--- src/rtl/stopwatch_pkg.sv ---
// Shared types and constants for the centisecond BCD stopwatch.
// bcd_step is the single definition of decade-digit advance used across files.
package stopwatch_pkg;

  typedef enum logic [1:0] {
    IDLE  = 2'd0,
    RUN   = 2'd1,
    PAUSE = 2'd2,
    LAP   = 2'd3
  } sw_state_t;

  localparam logic [3:0] BCD_MAX = 4'd9;
  localparam int         DIGITS  = 4;

  function automatic logic [3:0] bcd_step(input logic [3:0] q, input logic en);
    logic [3:0] r;
    r = q;
    if (en) begin
      r = (q == BCD_MAX) ? 4'd0 : q + 4'd1;
    end
    return r;
  endfunction

endpackage

--- src/rtl/tick_stopwatch_if.sv ---
// Control pulses in, display digits and status flags out.
// No handshake: each control pulse is consumed in the cycle it is high; holding one high for N cycles acts as N pulses.
interface tick_stopwatch_if;

  logic        tick;
  logic        start_stop;
  logic        clear;
  logic        lap;
  logic [15:0] disp;
  logic        running;
  logic        frozen;
  logic        wrapped;

  modport master (
    output tick, start_stop, clear, lap,
    input  disp, running, frozen, wrapped
  );

  modport slave (
    input  tick, start_stop, clear, lap,
    output disp, running, frozen, wrapped
  );

endinterface

--- src/rtl/bcd_digit.sv ---
// One cascadable decade counter; carry is combinational so a chain of digits
// advances in a single cycle.
module bcd_digit
  import stopwatch_pkg::*;
(
  input  logic       clk,
  input  logic       reset,
  input  logic       en,
  input  logic       clr,
  output logic [3:0] q,
  output logic       carry
);

  logic [3:0] q_q;
  logic [3:0] q_d;

  always_comb begin
    q_d = q_q;
    if (clr) begin
      q_d = 4'd0;
    end else begin
      q_d = bcd_step(q_q, en);
    end
  end

  always_ff @(posedge clk or negedge reset) begin
    if (!reset) begin
      q_q <= 4'd0;
    end else begin
      q_q <= q_d;
    end
  end

  assign q     = q_q;
  assign carry = en && (q_q == BCD_MAX);

endmodule

--- src/rtl/tick_stopwatch.sv ---
// Centisecond BCD stopwatch: four chained decade digits, a run/pause/lap FSM,
// a display register that can be frozen for lap times, and a sticky wrap flag.
module tick_stopwatch
  import stopwatch_pkg::*;
#(
  parameter bit SATURATE = 1'b0
) (
  input  logic                    clk,
  input  logic                    reset,
  tick_stopwatch_if.slave         bus,
  output sw_state_t               dbg_state
);

  sw_state_t   state_q, state_d;
  logic [15:0] disp_q, disp_d;
  logic        running_q, running_d;
  logic        frozen_q, frozen_d;
  logic        wrapped_q, wrapped_d;

  logic        adv;
  logic        sat_hit;
  logic        wrap_hit;
  logic        counting;
  logic        all_nines;
  logic [15:0] count_now;
  logic [15:0] count_nxt;

  // Digit 0 is cs_ones; each later digit is enabled by the previous digit's carry.
  for (genvar i = 0; i < DIGITS; i++) begin : g_digit
    logic       en_i;
    logic       carry_i;
    logic [3:0] q_i;

    if (i == 0) begin : g_first
      assign en_i = adv;
    end else begin : g_chain
      assign en_i = g_digit[i-1].carry_i;
    end

    bcd_digit u_digit (
      .clk   (clk),
      .reset (reset),
      .en    (en_i),
      .clr   (bus.clear),
      .q     (q_i),
      .carry (carry_i)
    );

    assign count_now[4*i +: 4] = q_i;
    assign count_nxt[4*i +: 4] = bcd_step(q_i, en_i);
  end

  assign wrap_hit  = g_digit[DIGITS-1].carry_i;
  assign all_nines = (count_now == 16'h9999);
  assign counting  = (state_q == RUN) || (state_q == LAP);

  // Next state and count enable; clear beats start_stop beats lap.
  always_comb begin
    state_d = state_q;
    adv     = 1'b0;
    sat_hit = 1'b0;
    if (bus.clear) begin
      state_d = IDLE;
    end else if (bus.start_stop) begin
      case (state_q)
        IDLE:    state_d = RUN;
        RUN:     state_d = PAUSE;
        PAUSE:   state_d = RUN;
        LAP:     state_d = PAUSE;
        default: state_d = IDLE;
      endcase
    end else begin
      if (bus.lap) begin
        if (state_q == RUN) begin
          state_d = LAP;
        end else if (state_q == LAP) begin
          state_d = RUN;
        end
      end
      if (counting && bus.tick) begin
        if (SATURATE && all_nines) begin
          sat_hit = 1'b1;
          state_d = PAUSE;
        end else begin
          adv = 1'b1;
        end
      end
    end
  end

  // Display tracks the post-edge count unless a lap freeze is active; entering LAP
  // captures the count as it stands before this cycle's tick.
  always_comb begin
    disp_d    = disp_q;
    wrapped_d = wrapped_q;
    if (bus.clear) begin
      disp_d    = 16'h0000;
      wrapped_d = 1'b0;
    end else begin
      if (sat_hit || wrap_hit) begin
        wrapped_d = 1'b1;
      end
      if (state_d != LAP) begin
        disp_d = count_nxt;
      end else if (state_q != LAP) begin
        disp_d = count_now;
      end
    end
    running_d = (state_d == RUN) || (state_d == LAP);
    frozen_d  = (state_d == LAP);
  end

  always_ff @(posedge clk or negedge reset) begin
    if (!reset) begin
      state_q   <= IDLE;
      disp_q    <= 16'h0000;
      running_q <= 1'b0;
      frozen_q  <= 1'b0;
      wrapped_q <= 1'b0;
    end else begin
      state_q   <= state_d;
      disp_q    <= disp_d;
      running_q <= running_d;
      frozen_q  <= frozen_d;
      wrapped_q <= wrapped_d;
    end
  end

  assign bus.disp    = disp_q;
  assign bus.running = running_q;
  assign bus.frozen  = frozen_q;
  assign bus.wrapped = wrapped_q;
  assign dbg_state   = state_q;

endmodule

--- src/flat_wrapper.sv ---
// flat-port wrapper written by rule: the top's interface ports become plain ports
module tick_stopwatch_flat import stopwatch_pkg::*;
#(
  parameter bit SATURATE = 1'b0
)
  (clk, reset, dbg_state, bus_tick, bus_start_stop, bus_clear, bus_lap, bus_disp, bus_running, bus_frozen, bus_wrapped);
  tick_stopwatch_if bus_i ();
  input  logic clk;
  input  logic reset;
  output sw_state_t dbg_state;
  input wire logic [$bits(bus_i.tick)-1:0] bus_tick;
  input wire logic [$bits(bus_i.start_stop)-1:0] bus_start_stop;
  input wire logic [$bits(bus_i.clear)-1:0] bus_clear;
  input wire logic [$bits(bus_i.lap)-1:0] bus_lap;
  output wire logic [$bits(bus_i.disp)-1:0] bus_disp;
  output wire logic [$bits(bus_i.running)-1:0] bus_running;
  output wire logic [$bits(bus_i.frozen)-1:0] bus_frozen;
  output wire logic [$bits(bus_i.wrapped)-1:0] bus_wrapped;
  assign bus_i.tick = bus_tick;
  assign bus_i.start_stop = bus_start_stop;
  assign bus_i.clear = bus_clear;
  assign bus_i.lap = bus_lap;
  assign bus_disp = bus_i.disp;
  assign bus_running = bus_i.running;
  assign bus_frozen = bus_i.frozen;
  assign bus_wrapped = bus_i.wrapped;
  tick_stopwatch #(.SATURATE(SATURATE)) u_core (.clk(clk), .reset(reset), .bus(bus_i), .dbg_state(dbg_state));
endmodule
--- config.mk ---
export PLATFORM = sky130hd
export DESIGN_NAME = tick_stopwatch_flat
export DESIGN_NICKNAME = d
export VERILOG_FILES = /design/src/rtl/stopwatch_pkg.sv /design/src/rtl/tick_stopwatch_if.sv /design/src/rtl/bcd_digit.sv /design/src/rtl/tick_stopwatch.sv /design/src/flat_wrapper.sv
export SDC_FILE = /design/constraint.sdc
export NUM_CORES = 1
export LEC_CHECK = 0
export BUFFER_PORTS_ARGS = -buffer_cell sky130_fd_sc_hd__buf_4
export CORE_UTILIZATION = 30
export DETAILED_ROUTE_END_ITERATION = 8
export GPL_TIMING_DRIVEN = 1
export SLEW_MARGIN = 0
export SYNTH_ARGS = -nofsm -noshare
export SYNTH_HDL_FRONTEND = slang
export SYNTH_SLANG_ARGS = --single-unit
--- constraint.sdc ---
create_clock -name clk -period 2.15 [get_ports clk]
set_input_delay 0.3225 -clock clk [delete_from_list [all_inputs] [get_ports clk]]
set_output_delay 0.3225 -clock clk [all_outputs]
set_load 0.005 [all_outputs]
# Word level (Yosys, flattened, before mapping)
# Cells that the tools add are included.
[classes]
n_addsub = 4
eq_ne = 11
n_mux = 26
reduce_logical = 12
[ops]
columns = ["op", "n"]
rows = [
  ["$mux 16", 3],
  ["$mux 4", 12],
  ["$add 4x1->4 const B", 4],
  ["$eq 4x4->1 const B", 4],
  ["$mux 2", 5],
  ["$eq 2x2->1 const B", 3],
  ["$logic_and 1x1->1", 5],
  ["$mux 1", 5],
  ["$eq 2x1->1 const B", 2],
  ["$ne 2x2->1 const B", 2],
  ["$pmux 2 s2", 1],
  ["$reduce_or 2->1", 2],
  ["$reduce_bool 3->1", 1],
  ["$logic_not 2->1", 1],
  ["$logic_or 1x1->1", 2],
  ["$reduce_bool 2->1", 1],
]
[totals]
reg_bits = 37
in_bits = 6
output_inout_bits = 21
elab_cells = 62

# Depth between registers and ports, before layout
# Gate-level depths: netlist of the first run.
[logic_depth]
word_depth = 12
depth_mapped = 8
ltp_nobuf = 7

# Modules after synthesis
# A second synthesis of the first run with hierarchy kept.
[unflattened]
cells_unflattened = 229
area_unflattened_um2 = 2210.9
[modules_own_cells]
columns = ["mod", "n_inst", "cells_each", "area_per_inst_um2"]
rows = [
  ["tick_stopwatch", 1, 125, 1244.9],
  ["bcd_digit", 4, 26, 241.5],
]

# Least setup slack after synthesis of the first run
# No wires, ideal clock.
[synth_timing]
kind = "flip-flop to flip-flop"
startpoint = "register u_core.state_q[0] (netlist: u_core.dbg_state[0])"
endpoint = "register u_core.disp_q[4] (netlist: u_core.bus.disp[4])"
setup_ps = 126
arrival_ps = 1805
path_slack_ps = 219
stages_incl_launch_ff = 7
path_buffers = 0
synth_period_minus_slack_ps = 1931
cell_sequence = "dfrtp_1 > ha_1 > nand2b_1 > a2111o_4 > inv_2 > nor4_1 > a221o_1"
[synth_via]
elab_chain_len = 10
word_cells_on_any_way = 24
classes_between = "eq/ne: 5; mux: 12; reduce/logical: 7"
[synth_rtl]
columns = ["element", "line", "source"]
rows = [
  ["from (decl)", "tick_stopwatch.sv:14", "sw_state_t state_q, state_d;"],
  ["from (signal assigned)", "tick_stopwatch.sv:121", "state_q <= state_d;"],
  ["parallel branches: the longest is 10 deep, another holds $mux 16", "n/a", ""],
  ["to (signal assigned)", "tick_stopwatch.sv:122", "disp_q <= disp_d;"],
  ["to (decl)", "tick_stopwatch.sv:15", "logic [15:0] disp_q, disp_d;"],
]
# Several ways; the timed one is not identified.
# A chain may end at the register's enable or synchronous reset.

# Worst setup path after layout of the first run
[layout_timing]
startpoint = "register u_core.state_q[0] (netlist: u_core.dbg_state[0])"
endpoint = "register u_core.disp_q[14] (netlist: u_core.bus.disp[14])"
[layout_via]
elab_chain_len = 12
word_cells_on_any_way = 26
classes_between = "eq/ne: 5; mux: 12; reduce/logical: 9"
[layout_rtl]
columns = ["element", "line", "source"]
rows = [
  ["$eq 2x1->1 / $eq 2x2->1 (equally long branches)", "n/a", ""],
  ["$logic_or 1x1->1", "tick_stopwatch.sv:55", "assign counting = (state_q == RUN) || (state_q == LAP);"],
  ["$logic_and 1x1->1", "tick_stopwatch.sv:80", "if (counting && bus.tick) begin"],
  ["$mux 1", "tick_stopwatch.sv:80", ""],
  ["$mux 1", "tick_stopwatch.sv:64", "end else if (bus.start_stop) begin"],
  ["$mux 1", "tick_stopwatch.sv:62", "if (bus.clear) begin"],
  ["$logic_and 1x1->1 (3 in a row)", "bcd_digit.sv:35", "assign carry = en && (q_q == BCD_MAX);"],
  ["$mux 4", "stopwatch_pkg.sv:18", "if (en) begin"],
  ["$mux 16", "tick_stopwatch.sv:103", "if (state_d != LAP) begin"],
  ["$mux 16", "tick_stopwatch.sv:96", "if (bus.clear) begin"],
]
# Several ways; a longest one is shown, not always the timed one.

==> results of run 1 <==
==> worst min path at each step <==
stage	slack [ps]	cells past startpoint	to	from
3_3_place_gp	320	1	u_core.bus.disp[1]	reset
3_5_place_dp	320	1	u_core.bus.disp[1]	reset
4_1_cts	310	2	u_core.g_digit[3].u_digit.q[2]	bus_clear
6_report	310	2	u_core.dbg_state[0]	bus_clear
5_1_grt	330	2	u_core.dbg_state[0]	bus_clear
2_1_floorplan	30	0	u_core.bus.disp[0]	reset
==> cell usage in the layout (no fill, tap or decap), types with 2 or more instances in the layout <==
master,count
buf_4,35
dfrtp_1,35
nor2_1,18
nand2_1,15
a21oi_1,13
mux2i_1,12
ha_1,10
inv_1,7
nand3_1,6
nor4_1,6
nor2b_1,6
a31oi_1,6
nand2b_1,5
o21ai_0,5
o22ai_1,5
clkbuf_8,5
nor3b_1,4
and3b_1,4
a211oi_1,4
nor3_1,3
buf_12,3
nand4_1,2
or3_1,2
nand3b_1,2
or4_4,2
o211ai_1,2
a32oi_1,2
==> where the power goes <==
group          internal, mW  total (mW)  switching (mW)
clock network         0.343       0.600           0.257
logic                0.0634       0.148          0.0846
registers             0.685       0.692         0.00774
==> layout make-up <==
class | instances | area (um^2)
repair buffers | 39 | 333
multi-input cells | 162 | 1150
clock buffers | 5 | 68.8
flip-flops and latches | 36 | 902
well taps | 96 | 120
inverters | 8 | 30.0
clock inverters | 3 | 42.5
fillers | 718 | 4260
==> worst max-delay path, stage by stage (launching register included) <==
cell      delay [ps]
dfrtp_2          450
ha_1             300
nand2b_2         220
a2111o_4         550
buf_12           150
a211oi_1         220
a311oi_1          80
==> metal layers <==
layer | track usage, % | up-vias
met5 | 0 | -
met3 | 3.98 | 4
met1 | 22.5 | 862
li1 | - | 879
met4 | 5.45 | 0
met2 | 20.9 | 49
==> what timing repair did <==
action	in CTS	in global routing
endpoints found under the setup margin	0	3
hold buffers	1	0
hold endpoints to repair	29	0
resized for setup	0	3
buffers inserted	0	2
==> state kept, by name, indices dropped and copies added (netlist names) <==
register,cells
u_core.bus.wrapped,1
u_core.dbg_state,2
u_core.bus.frozen,1
u_core.bus.disp,16
u_core.g_digit.u_digit.q,16
==> cell usage after synthesis, drive strengths merged, types with 6 or more instances <==
library cell and count:
nor2b 6, nor4 6, nand3 6, a21oi 13, buf 10, o21ai 6
ha 10, nor2 18, inv 8, nand2b 6, dfrtp 36, mux2i 12
nand2 15, a31oi 6
==> logic make-up (layout without fill, tap and decap cells) <==
family	after synthesis	in the layout	synth area share [%]
AND/OR/NAND/NOR	88	88	24.1
multiplexers	12	12	5.54
flip-flops	36	36	41.5
adder cells (fa/ha/maj)	10	10	5.77
buffers and inverters	21	55	5.59
AO/OA/AOI/OAI	52	52	17.5
==> results_dict.tcl, run 1 <==
set metrics [dict create \
    core_um2 6910 \
    syn_nets 235 \
    post_drt_via_cell_ratio 5.14 \
    ctsHtreeMaxLevel 2 \
    fin_worst_hold_slack_ps 312 \
    timing.final.crit_share_pct 96.6 \
    insertion_delay_ps 300 \
    reg2reg_setup_slack_ps 70 \
    area_delta_synth_final_pct 22.0 \
    synth_top_cells_by_area "dfrtp_1 42%, ha_1 5.8%, mux2i_1 5.5%" \
    cts_tree "built" \
    critPathMaxFanout 6 \
    synthesis.yosys.warnings 0 \
    fin_worst_skew_ps 3.31 \
    design.final.nets 268 \
    finalWeightedCongestion 0.816 \
    mapped_cells 219 \
    diodes 0 \
    worst_pin_slew_ps 484 \
    critPathLaunchType "register" \
    ys_seq_area_share_pct 41.5 \
    cts-buffers-inserted 5 \
    post-synth-top-area-cell "dfrtp_1" \
    clk_pin_slew_worst_paths_ps 70 \
    grt_max_degree 37 \
    timing.critical_path.to "u_core.bus.disp[14]" \
    synth_async_sr_flop_share_pct 100 \
    io-pin-count 27 \
    worstSetupEndpointType "register" \
    postRouteWirelength_um 5120 \
    grt_remaining_overflow 0 \
    core.rowCount 30 \
    clk_path_buf_depth 2 \
    worstReg2RegEnd "u_core.bus.disp[14]" \
    timing.hold.worst.class "in2reg" \
    hpwlAfterDp_um 3670 \
    outcome "finished, final reports clean" \
    setup_viol_count_final 0 \
    dp_area_um2 2490 \
    number_of_enable_flip_flop_cells_after_synthesis 0 \
    first_pass_grt_wire_length_um 8820 \
    avgRoutedWirePerCell_um 14.7 \
    place_inst 338 \
    route.top_layer_used "met4" \
    firstDrtPassIters 4 \
    vias 1794 \
    ys_dominant_reg_cell "dfrtp_1" \
    initial_utilization_pct 31.4 \
    drive_gt1_share_pct 23.3 \
    gr-usage-all-layers_pct 15.2 \
    crit_type "reg2reg" \
    rsz0062_at_grt "false" \
    fin_ws_ps 73.8 \
    synth_cell_type_count 56 \
    crit_path_start "u_core.dbg_state[0]" \
    finalCriticalPeriod_ps 2080 \
    wirelength_met1_um 2560 \
    synth_top_cell_area_share_pct 41.5 \
    die_area_um2 7580 \
    post-route-cell-area_um2 2650 \
    power_density_nw_per_um2 544 \
    die_width_um 87.0 \
    finalSetupTns_ps 0 \
    timing.final.hold_violations 0 \
    max-slew-margin-rel_pct 67.4 \
    cellLeakagePower_nw 1.19 \
    grt_pass1_vias 1696 \
    maxClockFrequency_mhz 482 \
    synth-seq-cells 36 \
    die_height_um 87.0 \
    beginning_of_the_worst_register_to_register_path "u_core.dbg_state[0]" \
    place.port_buffers 26 \
    drc 0 \
    dr_wl_met3_um 267 \
    grt_antenna_before_repair 0 \
    cp.required_ps 2320 \
    worst_r2r_path_depth 6 \
    drt.antenna.violating_nets 0 \
    clock_sink_count 36 \
    drtIter0Drc 105 \
    netlist_area_um2 2170 \
    crit_arrival_ps 2250 \
    maxCapViolations 0 \
    layoutNonFillerInstCount 349 \
    dp_slack_ps 65.4 \
    vdd.ir_drop.worst_uv 226 \
    met2WireLength_um 2240 \
    fin_util_pct 38.3 \
    per_instance_average_area_after_synthesis_um2 9.91 \
    clock_tree.root_cell "clkbuf_8" \
    final_slew_viol_count 0 \
    total_power_mw 1.44 \
]
Note: power is estimated with default switching activity, not from simulation.
==> run 2, diff against run 1 <==
--- a/config.mk
+++ b/config.mk
@@ -6,4 +6,5 @@
 export NUM_CORES = 1
 export LEC_CHECK = 0
+export ABC_AREA = 1
 export BUFFER_PORTS_ARGS = -buffer_cell sky130_fd_sc_hd__buf_4
 export CORE_UTILIZATION = 30
==> constraint.sdc (replaced) <==
create_clock -name clk -period 2.15 [get_ports clk]
set_input_delay 0.3225 -clock clk [delete_from_list [all_inputs] [get_ports clk]]
set_output_delay 0.3225 -clock clk [all_outputs]
set_load 0.02 [all_outputs]
==> results_dict.tcl, run 2 <==
set metrics [dict create \
    outcome "finished, final reports clean" \
    hold_depth 2 \
    post_drt_via_cell_ratio 4.44 \
    insertion_delay_ps 290 \
    setup_viol_count_final 0 \
    fin_util_pct 37.6 \
    diodes 0 \
    vias 1851 \
    yosys-top-cells-count "90 x nand2_1, 40 x nor2_1, 36 x dfrtp_1" \
    timing.final.crit_share_pct 89.7 \
    grt_antenna_before_repair 0 \
    clock_sink_count 36 \
    worst_pin_slew_ps 474 \
    crit_type "reg2reg" \
    grt_pass1_vias 1822 \
    firstDrtPassIters 4 \
    critPathMaxFanout 22 \
    postRouteWirelength_um 4680 \
    whs_endpoint "u_core.g_digit[0].u_digit.q[2]" \
    grt_remaining_overflow 0 \
    clock_tree.root_cell "clkbuf_8" \
    cpMaxStageDelayCell "dfrtp_1" \
    cts_tree "built" \
    swShare_pct 27.6 \
    worstSetupEndpointType "register" \
    hpwlAfterDp_um 3330 \
    finalWeightedCongestion 0.772 \
    area_delta_synth_final_pct 19.4 \
    mapped_cells 288 \
    die_area_um2 7600 \
    drt.antenna.violating_nets 0 \
    total_switching_power_mw 0.383 \
    vdd.ir_drop.worst_uv 211 \
    fin_worst_skew_ps 5.88 \
    power.combinational.fraction_pct 12.1 \
    list_of_cells_traversed_by_the_critical_path "ha_1 -> nor2_2 -> nor2_1 -> nor2_2 -> nand3_4 -> buf_4 -> nor2_1 -> nor2_1 -> nand2_1 -> nand2_1" \
    clk_path_buf_depth 2 \
    worst_r2r_path_depth 10 \
    place.port_buffers 26 \
    fin_ws_ps 221 \
    beginning_of_the_worst_register_to_register_path "u_core.dbg_state[0]" \
    drive_gt1_share_pct 22.1 \
    power.share.sequential_pct 50.7 \
    rsz0062_at_grt "false" \
    ys_dominant_reg_cell "dfrtp_1" \
    reg2reg_setup_slack_ps 220 \
    drc 0 \
    power_density_nw_per_um2 535 \
    number_of_enable_flip_flop_cells_after_synthesis 0 \
    critPathLaunchType "register" \
    clkPwrFrac_pct 37.1 \
    synth-seq-cells 36 \
    initial_utilization_pct 31.5 \
    synth_top_cell_area_share_pct 41.4 \
    core_um2 6910 \
    cellLeakagePower_nw 1.45 \
    timing.hold.worst.start "bus_clear" \
    design.final.nets 336 \
    most-common-layout-cells "90 x nand2_1, 40 x nor2_1, 36 x dfrtp_1, 29 x buf_4, 24 x nand3_1" \
    critical_path.most_common_cell "nor2_1" \
    ctsHtreeMaxLevel 2 \
    netlist_area_um2 2180 \
    cp.required_ps 2340 \
    syn_nets 304 \
    gr-usage-all-layers_pct 14.2 \
    timing.hold.worst.class "in2reg" \
    most_common_library_cell_in_the_layout_ignoring_fill_and_taps "nand2_1" \
    cp_slowest_stage_delay_ps 430 \
    die_height_um 87.2 \
    synth_top_cells_by_area "dfrtp_1 41%, nand2_1 16%, nor2_1 6.9%" \
    synth_async_sr_flop_share_pct 100 \
    area.sequential_um2 901 \
    per_instance_average_area_after_synthesis_um2 7.55 \
    drtIter0Drc 114 \
    yosys.cell_count.top_type "nand2_1" \
    maxClockFrequency_mhz 518 \
    ys_seq_area_share_pct 41.4 \
    synth_cell_type_count 27 \
    fill_cells 759 \
    multiInputGateArea_um2 1120 \
    finalCriticalPeriod_ps 1930 \
    dp_slack_ps 174 \
    io-pin-count 27 \
    maxCapViolations 0 \
    timing.final.hold_violations 0 \
    final_slew_viol_count 0 \
    max-slew-margin-rel_pct 68.4 \
    internal-power_mw 1.01 \
    clk_pin_slew_worst_paths_ps 80 \
    worstReg2RegEnd "u_core.bus.disp[10]" \
    path_buf_inv 1 \
    post-synth-top-area-cell "dfrtp_1" \
    avgRoutedWirePerCell_um 11.2 \
    cts-buffers-inserted 5 \
    crit_arrival_ps 2120 \
    die_width_um 87.2 \
    grt_max_degree 37 \
    synthesis.yosys.warnings 0 \
    crit_family "simple AND/OR/NAND/NOR gates" \
    first_pass_grt_wire_length_um 8340 \
    finalSetupTns_ps 0 \
    core.rowCount 30 \
]
==> run 2: changes by cell type after synthesis, sizes merged, moves of 6 or more <==
| cell | delta |
|---|---|
| nor2 | +29 |
| a21oi | -6 |
| mux2i | -12 |
| a31oi | -6 |
| nand2 | +89 |
| nand2b | -6 |
| nor2b | -6 |
| inv | +17 |
| nor4 | -6 |
| nand3 | +21 |
==> run 2: through the flow <==
step	cells	cell area (um^2)	hold WS (ps)	total power, mW
3_5_place_dp	406	2450	318	0.889
2_1_floorplan	288	2180	26.9	0.824
4_1_cts	415	2560	382	1.41
5_1_grt	417	2600	395	1.46
6_report	417	2600	389	1.39
3_3_place_gp	406	2450	316	0.887
==> run 2: repair_timing <==
| item | 4_1_cts | 5_1_grt |
|---|---|---|
| endpoints found under the hold margin | 3 | 0 |
| resized for setup | 0 | 0 |
| hold buffers | 1 | 0 |
| buffers inserted | 0 | 2 |
| setup endpoints to repair | 0 | 1 |
==> run 2: cell type report <==
type / instances / area share, %
clock buffers: 6 / 3.18
multi-input cells: 220 / 43.2
flip-flops and latches: 36 / 34.7
well taps: 96 / 4.62
clock inverters: 2 / 0.385
inverters: 25 / 3.61
repair buffers: 32 / 10.3
==> run 2: routing by layer <==
| metal | GRT usage, % | vias up | part of all wire (%) |
|---|---|---|---|
| li1 | - | 974 | - |
| met1 | 18.2 | 841 | 47 |
| met2 | 23.6 | 27 | 48 |
| met3 | 2.94 | 9 | 3.3 |
| met4 | 5.37 | 0 | 1.7 |
| met5 | 0 | - | 0 |
==> run 2: how the worst max path moves through the flow <==
stage | start | to | slack (ps) | depth (start not counted)
floorplan | u_core.dbg_state[0] | u_core.bus.disp[12] | 420 | 10
global placement | u_core.dbg_state[0] | u_core.bus.disp[0] | 280 | 8
detailed placement | u_core.dbg_state[0] | u_core.bus.disp[14] | 170 | 8
CTS | u_core.dbg_state[0] | u_core.bus.disp[14] | 160 | 8
global route | u_core.dbg_state[0] | u_core.bus.disp[10] | 30 | 10
finish | u_core.dbg_state[0] | u_core.bus.disp[10] | 220 | 10
==> run 2: cells by family (layout without fill, tap and decap cells) <==
logic type               count (synthesis)  count (layout)  share of synthesized area [%]
flip-flops                              36              36                           41.4
adder cells (fa/ha/maj)                 10              10                           5.75
AND/OR/NAND/NOR                        190             190                           40.8
XOR/XNOR                                 2               2                          0.805
AO/OA/AOI/OAI                           18              18                           4.25
buffers and inverters                   32              65                           7.02
==> run 2: power groups by stage <==
stage | sequential (mW) | clock, mW | combinational [mW]
2_1_floorplan | 0.733 | 0 | 0.0907
3_3_place_gp | 0.719 | 0 | 0.168
3_5_place_dp | 0.719 | 0 | 0.170
4_1_cts | 0.706 | 0.532 | 0.172
5_1_grt | 0.708 | 0.560 | 0.190
6_report | 0.705 | 0.516 | 0.168
==> run 3, diff against run 2 <==
- CORE_UTILIZATION: 30 -> 58
- PLACE_DENSITY: unset -> 0.8
==> results_dict.tcl, run 3 (same netlist as run 2, synthesis figures left out) <==
set metrics [dict create \
    outcome "finished, final reports clean" \
    maxClockFrequency_mhz 512 \
    beginning_of_the_worst_register_to_register_path "u_core.dbg_state[0]" \
    gr-max-usage-layer "met2" \
    setup_viol_count_final 0 \
    list_of_cells_traversed_by_the_critical_path "ha_1 -> nor2_2 -> nor2_1 -> nor2_2 -> nand3_4 -> nor2_8 -> buf_12 -> nand2_2 -> nand2_1" \
    diodes 0 \
    final_slew_viol_count 0 \
    layoutNonFillerInstCount 366 \
    grt_remaining_overflow 0 \
    power_density_nw_per_um2 570 \
    core_um2 3470 \
    fin_worst_skew_ps 7.94 \
    cpMaxStageDelayCell "dfrtp_1" \
    cts-buffers-inserted 5 \
    core.rowCount 21 \
    grt_pass1_vias 1895 \
    design.final.nets 335 \
    postRouteWirelength_um 4480 \
    crit_type "reg2reg" \
    die_area_um2 4000 \
    finalSetupTns_ps 0 \
    io-pin-count 27 \
    drtIter0Drc 155 \
    worstReg2RegEnd "u_core.bus.disp[13]" \
    die_height_um 63.3 \
    drt.antenna.violating_nets 0 \
    critPathMaxFanout 26 \
    whs_endpoint "u_core.bus.wrapped" \
    worst_r2r_path_depth 9 \
    fill_cells 271 \
    most-common-layout-cells "90 x nand2_1, 40 x nor2_1, 36 x dfrtp_1, 28 x buf_4, 24 x nand3_1" \
    clock_tree.root_cell "clkbuf_8" \
    gr_met1_demand_resource_pct 33.0 \
    clk_path_buf_depth 2 \
    met3_usage_pct 4.71 \
    timing.final.hold_violations 0 \
    ctsHtreeMaxLevel 2 \
    grt_antenna_before_repair 0 \
    first_pass_grt_wire_length_um 8060 \
    cellLeakagePower_nw 1.45 \
    timing.hold.worst.start "bus_clear" \
    clock_sink_count 36 \
    max-slew-margin-rel_pct 70.2 \
    avgRoutedWirePerCell_um 12.2 \
    insertion_delay_ps 290 \
    global_route.usage.met2_pct 41.4 \
    gr-usage-all-layers_pct 26.2 \
    path_buf_inv 1 \
    cp_slowest_stage_delay_ps 430 \
    finalCriticalPeriod_ps 1950 \
    firstDrtPassIters 4 \
    postCtsResizedCells 0 \
    finalWeightedCongestion 0.885 \
    place.port_buffers 26 \
    vias 1916 \
    reg2reg_setup_slack_ps 200 \
    worstSetupEndpointType "register" \
    hpwlAfterDp_um 3110 \
    drc 0 \
    timing.hold.worst.class "in2reg" \
    place_inst 355 \
    clk_pin_slew_worst_paths_ps 70 \
    post_drt_via_cell_ratio 5.23 \
    initial_utilization_pct 62.7 \
    die_width_um 63.3 \
    cp.required_ps 2380 \
    worst_pin_slew_ps 446 \
    vdd.ir_drop.worst_uv 850 \
    critical_path.most_common_cell "nor2_2" \
    hold_depth 2 \
    critPathLaunchType "register" \
    grt_max_degree 37 \
    area_delta_synth_final_pct 16.8 \
    crit_arrival_ps 2180 \
    timing.final.crit_share_pct 90.9 \
    most_common_library_cell_in_the_layout_ignoring_fill_and_taps "nand2_1" \
    fin_util_pct 73.3 \
    rsz0062_at_grt "false" \
    crit_path_start "u_core.dbg_state[0]" \
    drive_gt1_share_pct 21.6 \
    maxCapViolations 0 \
    crit_family "simple AND/OR/NAND/NOR gates" \
    cts_tree "built" \
]
## run 3: changes by cell type in the layout (fill, tap and decap cells not counted)
cell       delta
bufinv_16     +1
clkbuf_8      -1
clkinv_2      -1
clkbuf_1      +1
buf_4         -1
## run 3: cell type report
type	count	area, um^2	area share (%)
multi-input combinational	220	1120	44.1
tap	46	57.6	2.26
timing repair buffer	31	260	10.2
inverter	25	93.8	3.69
clock inverter	2	35.0	1.38
sequential	36	901	35.4
clock buffer	6	72.6	2.85
## run 3: worst register-to-register path, cell delays in order, from the launching register on
cell	delay, ps
dfrtp_1	430
ha_1	260
nor2_2	140
nor2_1	110
nor2_2	150
nand3_4	290
nor2_8	250
buf_12	160
nand2_2	40
nand2_1	70
## run 3: where the power goes
group / switching [mW] / internal [mW] / total [mW]
sequential: 0.0137 / 0.692 / 0.706
combinational: 0.109 / 0.0583 / 0.167
clock: 0.234 / 0.344 / 0.577
## run 3: layer usage
| metal | part of all wire, % | vias to the layer above | routed length [um] |
|---|---|---|---|
| li1 | - | 977 | - |
| met1 | 46 | 884 | 2040 |
| met3 | 4.5 | 12 | 200 |
| met4 | 2.7 | 0 | 119 |
| met5 | 0 | - | 0 |
| met2 | 47 | 43 | 2120 |
## run 3: how the worst max path moves through the flow
stage,endpoint,slack [ps],depth (start not counted)
final,u_core.bus.disp[13],200,9
after detailed placement,u_core.bus.disp[0],180,8
after CTS,u_core.bus.disp[14],130,8
after global routing,u_core.bus.disp[12],40,9
after floorplan,u_core.bus.disp[12],420,10
after global placement,u_core.bus.disp[0],270,8
## run 3: repair_timing
item | CTS | global route
hold buffers | 1 | 0
endpoints found under the hold margin | 36 | 0
buffers inserted | 0 | 2
endpoints found under the setup margin | 0 | 5
## run 3: through the flow
step | area, um^2 | hold slack, ps | setup WS [ps] | power (mW)
2_1_floorplan | 2180 | 26.9 | 420 | 0.824
3_3_place_gp | 2380 | 305 | 274 | 0.881
3_5_place_dp | 2380 | 303 | 178 | 0.885
4_1_cts | 2500 | 375 | 131 | 1.46
5_1_grt | 2540 | 380 | 41.0 | 1.52
6_report | 2540 | 379 | 196 | 1.45
